==> config.mk <==
export PLATFORM = sky130hd
export DESIGN_NAME = led_out_port
export DESIGN_NICKNAME = d
export VERILOG_FILES = /design/src/rtl/led_port_pkg.sv /design/src/rtl/led_out_port_blink_timer.sv /design/src/rtl/led_out_port.sv
export SDC_FILE = /design/constraint.sdc
export NUM_CORES = 1
export LEC_CHECK = 0
export CAP_MARGIN = 10
export CORE_ASPECT_RATIO = 0.8
export CORE_MARGIN = 3
export CORE_UTILIZATION = 50
export DETAILED_ROUTE_END_ITERATION = 12
export PLACE_DENSITY = 0.82
export SKIP_CTS_REPAIR_TIMING = 1
export SLEW_MARGIN = 10
export SYNTH_ARGS = -nofsm -noshare
export SYNTH_HDL_FRONTEND = slang
export SYNTH_SLANG_ARGS = --single-unit
==> constraint.sdc <==
create_clock -name clk -period 5.4 [get_ports clk]
set_input_delay 1.08 -clock clk [delete_from_list [all_inputs] [get_ports clk]]
set_output_delay 1.08 -clock clk [all_outputs]
set_load 0.02 [all_outputs]
==> src/rtl/led_port_pkg.sv <==
`default_nettype none
// ============================================================================
// Module      : led_port_pkg
// Description : Register offsets, CTRL bit layout and byte-merge helper for
//               the LED output port. Honours optional macro LED_PWM_EN.
// Revision    : 1.0 - initial release
// ============================================================================
package led_port_pkg;

    localparam logic [31:0] OFF_DATA = 32'd0;
    localparam logic [31:0] OFF_CTRL = 32'd4;

    localparam int BLINK_EN_BIT = 0;
    localparam int INVERT_BIT   = 1;
    localparam int DUTY_LSB     = 8;
    localparam int DUTY_MSB     = 11;

`ifdef LED_PWM_EN
    localparam logic [31:0] CTRL_WMASK = 32'h0000_0F03;
    localparam logic [31:0] CTRL_RESET = 32'h0000_0F00;
`else
    localparam logic [31:0] CTRL_WMASK = 32'h0000_0003;
    localparam logic [31:0] CTRL_RESET = 32'h0000_0000;
`endif

    function automatic logic [31:0] byte_merge(
        input logic [31:0] old_val,
        input logic [31:0] new_val,
        input logic [3:0]  be
    );
        logic [31:0] res;
        res = old_val;
        for (int i = 0; i < 4; i++) begin
            if (be[i]) res[i*8 +: 8] = new_val[i*8 +: 8];
        end
        return res;
    endfunction

endpackage
`default_nettype wire

==> src/rtl/led_out_port_blink_timer.sv <==
`default_nettype none
// ============================================================================
// Module      : blink_timer
// Description : Prescaler that toggles phase every BLINK_DIV cycles while en
//               is high; counter and phase are held at 0 while en is low.
// Revision    : 1.0 - initial release
// ============================================================================
module blink_timer #(
    parameter int BLINK_DIV = 25_000_000
) (
    input  logic clk,
    input  logic rst,
    input  logic en,
    output logic phase
);

    localparam int              CNT_W = (BLINK_DIV > 2) ? $clog2(BLINK_DIV) : 1;
    localparam logic [CNT_W-1:0] CNT_LAST = CNT_W'(BLINK_DIV - 1);

    logic [CNT_W-1:0] cnt_q, cnt_d;
    logic             phase_q, phase_d;

    always_comb begin
        cnt_d   = '0;
        phase_d = 1'b0;
        if (en) begin
            if (cnt_q == CNT_LAST) begin
                cnt_d   = '0;
                phase_d = ~phase_q;
            end else begin
                cnt_d   = cnt_q + 1'b1;
                phase_d = phase_q;
            end
        end
    end

    always_ff @(posedge clk) begin
        if (rst) begin
            cnt_q   <= '0;
            phase_q <= 1'b0;
        end else begin
            cnt_q   <= cnt_d;
            phase_q <= phase_d;
        end
    end

    assign phase = phase_q;

endmodule
`default_nettype wire

==> src/rtl/led_out_port.sv <==
`default_nettype none
// ============================================================================
// Module      : led_out_port
// Description : Memory-mapped DATA/CTRL output port driving the LED display
//               word, with blink and invert. Optional macro LED_PWM_EN adds
//               a 4-bit brightness duty field in CTRL[11:8].
// Revision    : 1.0 - initial release
// ============================================================================
module led_out_port
    import led_port_pkg::*;
#(
    parameter logic [31:0] BASE_ADDR = 32'h0000_FC00,
    parameter int          BLINK_DIV = 25_000_000
) (
    input  logic        clk,
    input  logic        rst,
    input  logic        we,
    input  logic        re,
    input  logic [31:0] addr,
    input  logic [31:0] wdata,
    input  logic [3:0]  be,
    output logic [31:0] rdata,
    output logic        ack,
    output logic [31:0] led_data
);

    localparam logic [31:0] DATA_ADDR = BASE_ADDR + OFF_DATA;
    localparam logic [31:0] CTRL_ADDR = BASE_ADDR + OFF_CTRL;

    logic [31:0] data_q, data_d;
    logic [31:0] ctrl_q, ctrl_d;
    logic [31:0] rdata_q, rdata_d;
    logic        ack_q, ack_d;
    logic [31:0] led_q, led_d;
    logic        hit_data, hit_ctrl;
    logic        phase;
    logic        w_unused_addr;

`ifdef LED_PWM_EN
    logic [3:0]  pwm_q, pwm_d;
`endif

    assign w_unused_addr = ^addr[1:0];

    blink_timer #(
        .BLINK_DIV (BLINK_DIV)
    ) u_blink_timer (
        .clk   (clk),
        .rst   (rst),
        .en    (ctrl_q[BLINK_EN_BIT]),
        .phase (phase)
    );

    always_comb begin
        hit_data = (addr[31:2] == DATA_ADDR[31:2]);
        hit_ctrl = (addr[31:2] == CTRL_ADDR[31:2]);

        data_d  = data_q;
        ctrl_d  = ctrl_q;
        if (we && hit_data) data_d = byte_merge(data_q, wdata, be);
        if (we && hit_ctrl) ctrl_d = byte_merge(ctrl_q, wdata, be) & CTRL_WMASK;

        ack_d   = (we || re) && (hit_data || hit_ctrl);

        // A combined we+re is a write, so it returns no read data.
        rdata_d = '0;
        if (re && !we) begin
            if (hit_data)      rdata_d = data_q;
            else if (hit_ctrl) rdata_d = ctrl_q;
        end

        led_d = data_q ^ {32{ctrl_q[INVERT_BIT]}};
        if (ctrl_q[BLINK_EN_BIT] && phase) led_d = '0;
`ifdef LED_PWM_EN
        pwm_d = pwm_q + 4'd1;
        if (pwm_q >= ctrl_q[DUTY_MSB:DUTY_LSB]) led_d = '0;
`endif
    end

    always_ff @(posedge clk) begin
        if (rst) begin
            data_q  <= '0;
            ctrl_q  <= CTRL_RESET;
            rdata_q <= '0;
            ack_q   <= 1'b0;
            led_q   <= '0;
`ifdef LED_PWM_EN
            pwm_q   <= '0;
`endif
        end else begin
            data_q  <= data_d;
            ctrl_q  <= ctrl_d;
            rdata_q <= rdata_d;
            ack_q   <= ack_d;
            led_q   <= led_d;
`ifdef LED_PWM_EN
            pwm_q   <= pwm_d;
`endif
        end
    end

    assign rdata    = rdata_q;
    assign ack      = ack_q;
    assign led_data = led_q;

endmodule
`default_nettype wire
==> metrics.txt <==
maximum clock rate 331 MHz; crit path capture type flop; Worst IR Drop VDD about 170 µV; clock tree root driver cell clkbuf_16; TritonCTS buffer count 17; CP Class input port to flop; TritonCTS clock tree built; violation count after the first detailed-routing iteration between 150 and 200; synth cell count leaders 125 x dfxtp_1, 68 x nand2b_1, 50 x nor2_1; count of cells along the worst hold path 1; synthesis-stage register bit count 125; antenna violations before repair 0; GRT met1 Usage 24.0%; post-layout total power approximately 0.0021 W; type of the worst min-delay path flop to flop; status completed; largest net degree at the start of global routing 70; Slew headroom between 20% and 30%; Post-synth top flop dfxtp_1; met2 Resource Use GR 36.4%; number of levels in the clock H-tree 4; number of enable-type register cells in the synthesized netlist 0; vias per inst around 5.1; final net count just under 700; largest cells by area after synthesis dfxtp_1 49%, nand2b_1 8.3%, mux2i_1 7.0%; post-synthesis cell count between 400 and 500; Syn. warnings 0; Crit path required time around 5.7 ns; master of the slowest instance on the critical path or4_4; worst-case clock skew between 0.007 and 0.008 ns; post-placement cell area ~6500 µm²; DRT antenna net count 0; starting density of the core 52.2%; post-synthesis cell type with the largest combined area dfxtp_1; worst hold start u_blink_timer.cnt_q[0]; Finish-stage setup viols 0; number of placement rows 32; Min Clock Period, post-route just over 3 ns; DRC violations left 0; CTS clock-pin slew for the worst setup and hold paths around 0.05 ns; count of input and output buffers around 130; r2r startpoint u_blink_timer.cnt_q[0]; mean post-synth cell area 10.7 µm²; R2R cell count 5; max_cap viols 0; cells traversed along the worst timing path clkdlybuf4s50_1 > nor4_4 > nand4_4 > or4_4 > nor3b_1; portion of the clock cycle consumed by the worst path in the final layout roughly 56%; area added between synthesis and finish 37.8%; vias in the first global route a little under 4000; highest cell delay on the worst timing path around 0.9 ns; Core ar. 9810 µm²; nature of the critical path startpoint input port; FF-to-FF End u_blink_timer.cnt_q[22]; x dimension of the die 119 µm; register-to-register setup slack between 3 and 4 ns; TritonCTS sink count 125; Antenna Cells 0; worst skew pair latency 0.41 ns; post-synthesis async set-or-reset flop share 0%; transition time at the pin with the least slew margin 1.09 ns; routed wire length per instance roughly 16 µm; Hold Fails Final Rpt 0; fill cell instance count of the final layout around 700; overall fraction of global-route tracks in use between 20% and 30%; RSZ-0062 raised after global routing no; deepest clock path buffer count 2; dpl hpwl between 7 and 8 mm; Power Density 300 nW/µm²; first-pass GRT wire length approximately 19 mm; total wire length 11.9 mm; overall die area around 12000 µm²; Boundary Pins between 100 and 150; setup TNS 0 ns; Static Leakage roughly 2.3 nW; Remaining Overflow, GRT 0; routability-driven placement congestion ratio ~0.76; sink of the worst hold path u_blink_timer.cnt_q[0]; arrival time of the worst setup path 3.33 ns; layout cells sized above 1 between 10% and 20%; fraction of post-synthesis cell area in the top cell type by area approximately 49%; final count of pins violating max slew 0; finished layout cell area ~7000 µm²; biggest fanout along the worst timing path 32; GR Util met3 6.87%; count of different cell masters after synthesis 39; highest-utilization routing layer at the global route stage met2; die boundary height 96.6 µm; Seq/Total Area, Yosys approximately half; drt pass-1 iters 4; post-synth net total 554; Syn Std Cell Area ~5000 µm²; most frequently used cell type in the post-synthesis netlist dfxtp_1; total via count in the routed design ~3800
## logic make-up after synthesis
family                   share of synthesized area, %
XOR/XNOR                                         7.35
AND/OR/NAND/NOR                                  30.0
buffers and inverters                            3.52
flip-flops                                       48.8
adder cells (fa/ha/maj)                         0.244
multiplexers                                     7.03
AO/OA/AOI/OAI                                    3.03
## sequential cells by signal, indices dropped and copies added, names as in the netlist
signal and flops:
ack 1, ctrl_q 2, data_q 32, led_data 32, rdata 32, u_blink_timer.cnt_q 25
u_blink_timer.phase 1
## through the flow
stage	cells	util (%)	worst slack, ns	hold slack, ns
floorplan	481	-	2.74	0.438
global placement	726	66.1	2.06	0.453
detailed placement	726	66.1	1.98	0.469
CTS	756	72.0	2.39	0.481
global route	756	72.0	2.28	0.493
finish	756	72.0	2.38	0.478
## cell type report
class	instances	area, µm²	share of cell area [%]
Clock buffer	22	454	6.43
Clock inverter	8	118	1.67
Inverter	7	26.3	0.372
Multi-Input combinational cell	322	2440	34.6
Sequential cell	125	2500	35.5
Tap cell	136	170	2.41
Timing Repair Buffer	136	1350	19.1
## worst max-delay path: cells and delay by family
family	cells	cell delay, ns
buffers and inverters	1	0.45
and+or+nand+nor	4	1.79
## how the worst max path moves through the flow
stage           endpoint  depth (start not counted)  startpoint  slack [ns]
4_1_cts         rdata[2]                          5    addr[16]        2.39
3_3_place_gp   rdata[31]                          5    addr[19]        2.06
3_5_place_dp    rdata[2]                          5    addr[16]        1.98
5_1_grt         rdata[2]                          5    addr[16]        2.28
2_1_floorplan  rdata[23]                          6    addr[20]        2.74
6_report        rdata[2]                          5    addr[16]        2.38
## cells in the final DEF (no fill, tap or decap), types with 7 or more instances in the layout
cell	count
inv_1	7
o21ai_0	9
or3_1	9
dfxtp_1	124
nand3_1	9
nor2_1	50
clkdlybuf4s50_1	132
a21oi_1	13
nor3b_2	28
xor2_1	9
clkbuf_16	17
nand2_1	7
nand2b_1	68
nand4_1	8
mux2i_1	36
xnor2_1	34
## layer usage
| metal | wire [µm] | share of wire (%) |
|---|---|---|
| met5 | 0 | 0 |
| met3 | 770 | 6.5 |
| met2 | 5910 | 49 |
| met1 | 5020 | 42 |
| met4 | 242 | 2.0 |
## power by group
part | switching [W] | internal, W | total (W)
sequential | 0.000000000000158 | 0.000923 | 0.000923
combinational | 0.0000346 | 0.0000572 | 0.0000918
clock | 0.000376 | 0.000728 | 0.00110
Power figures use the tool's default switching activity.
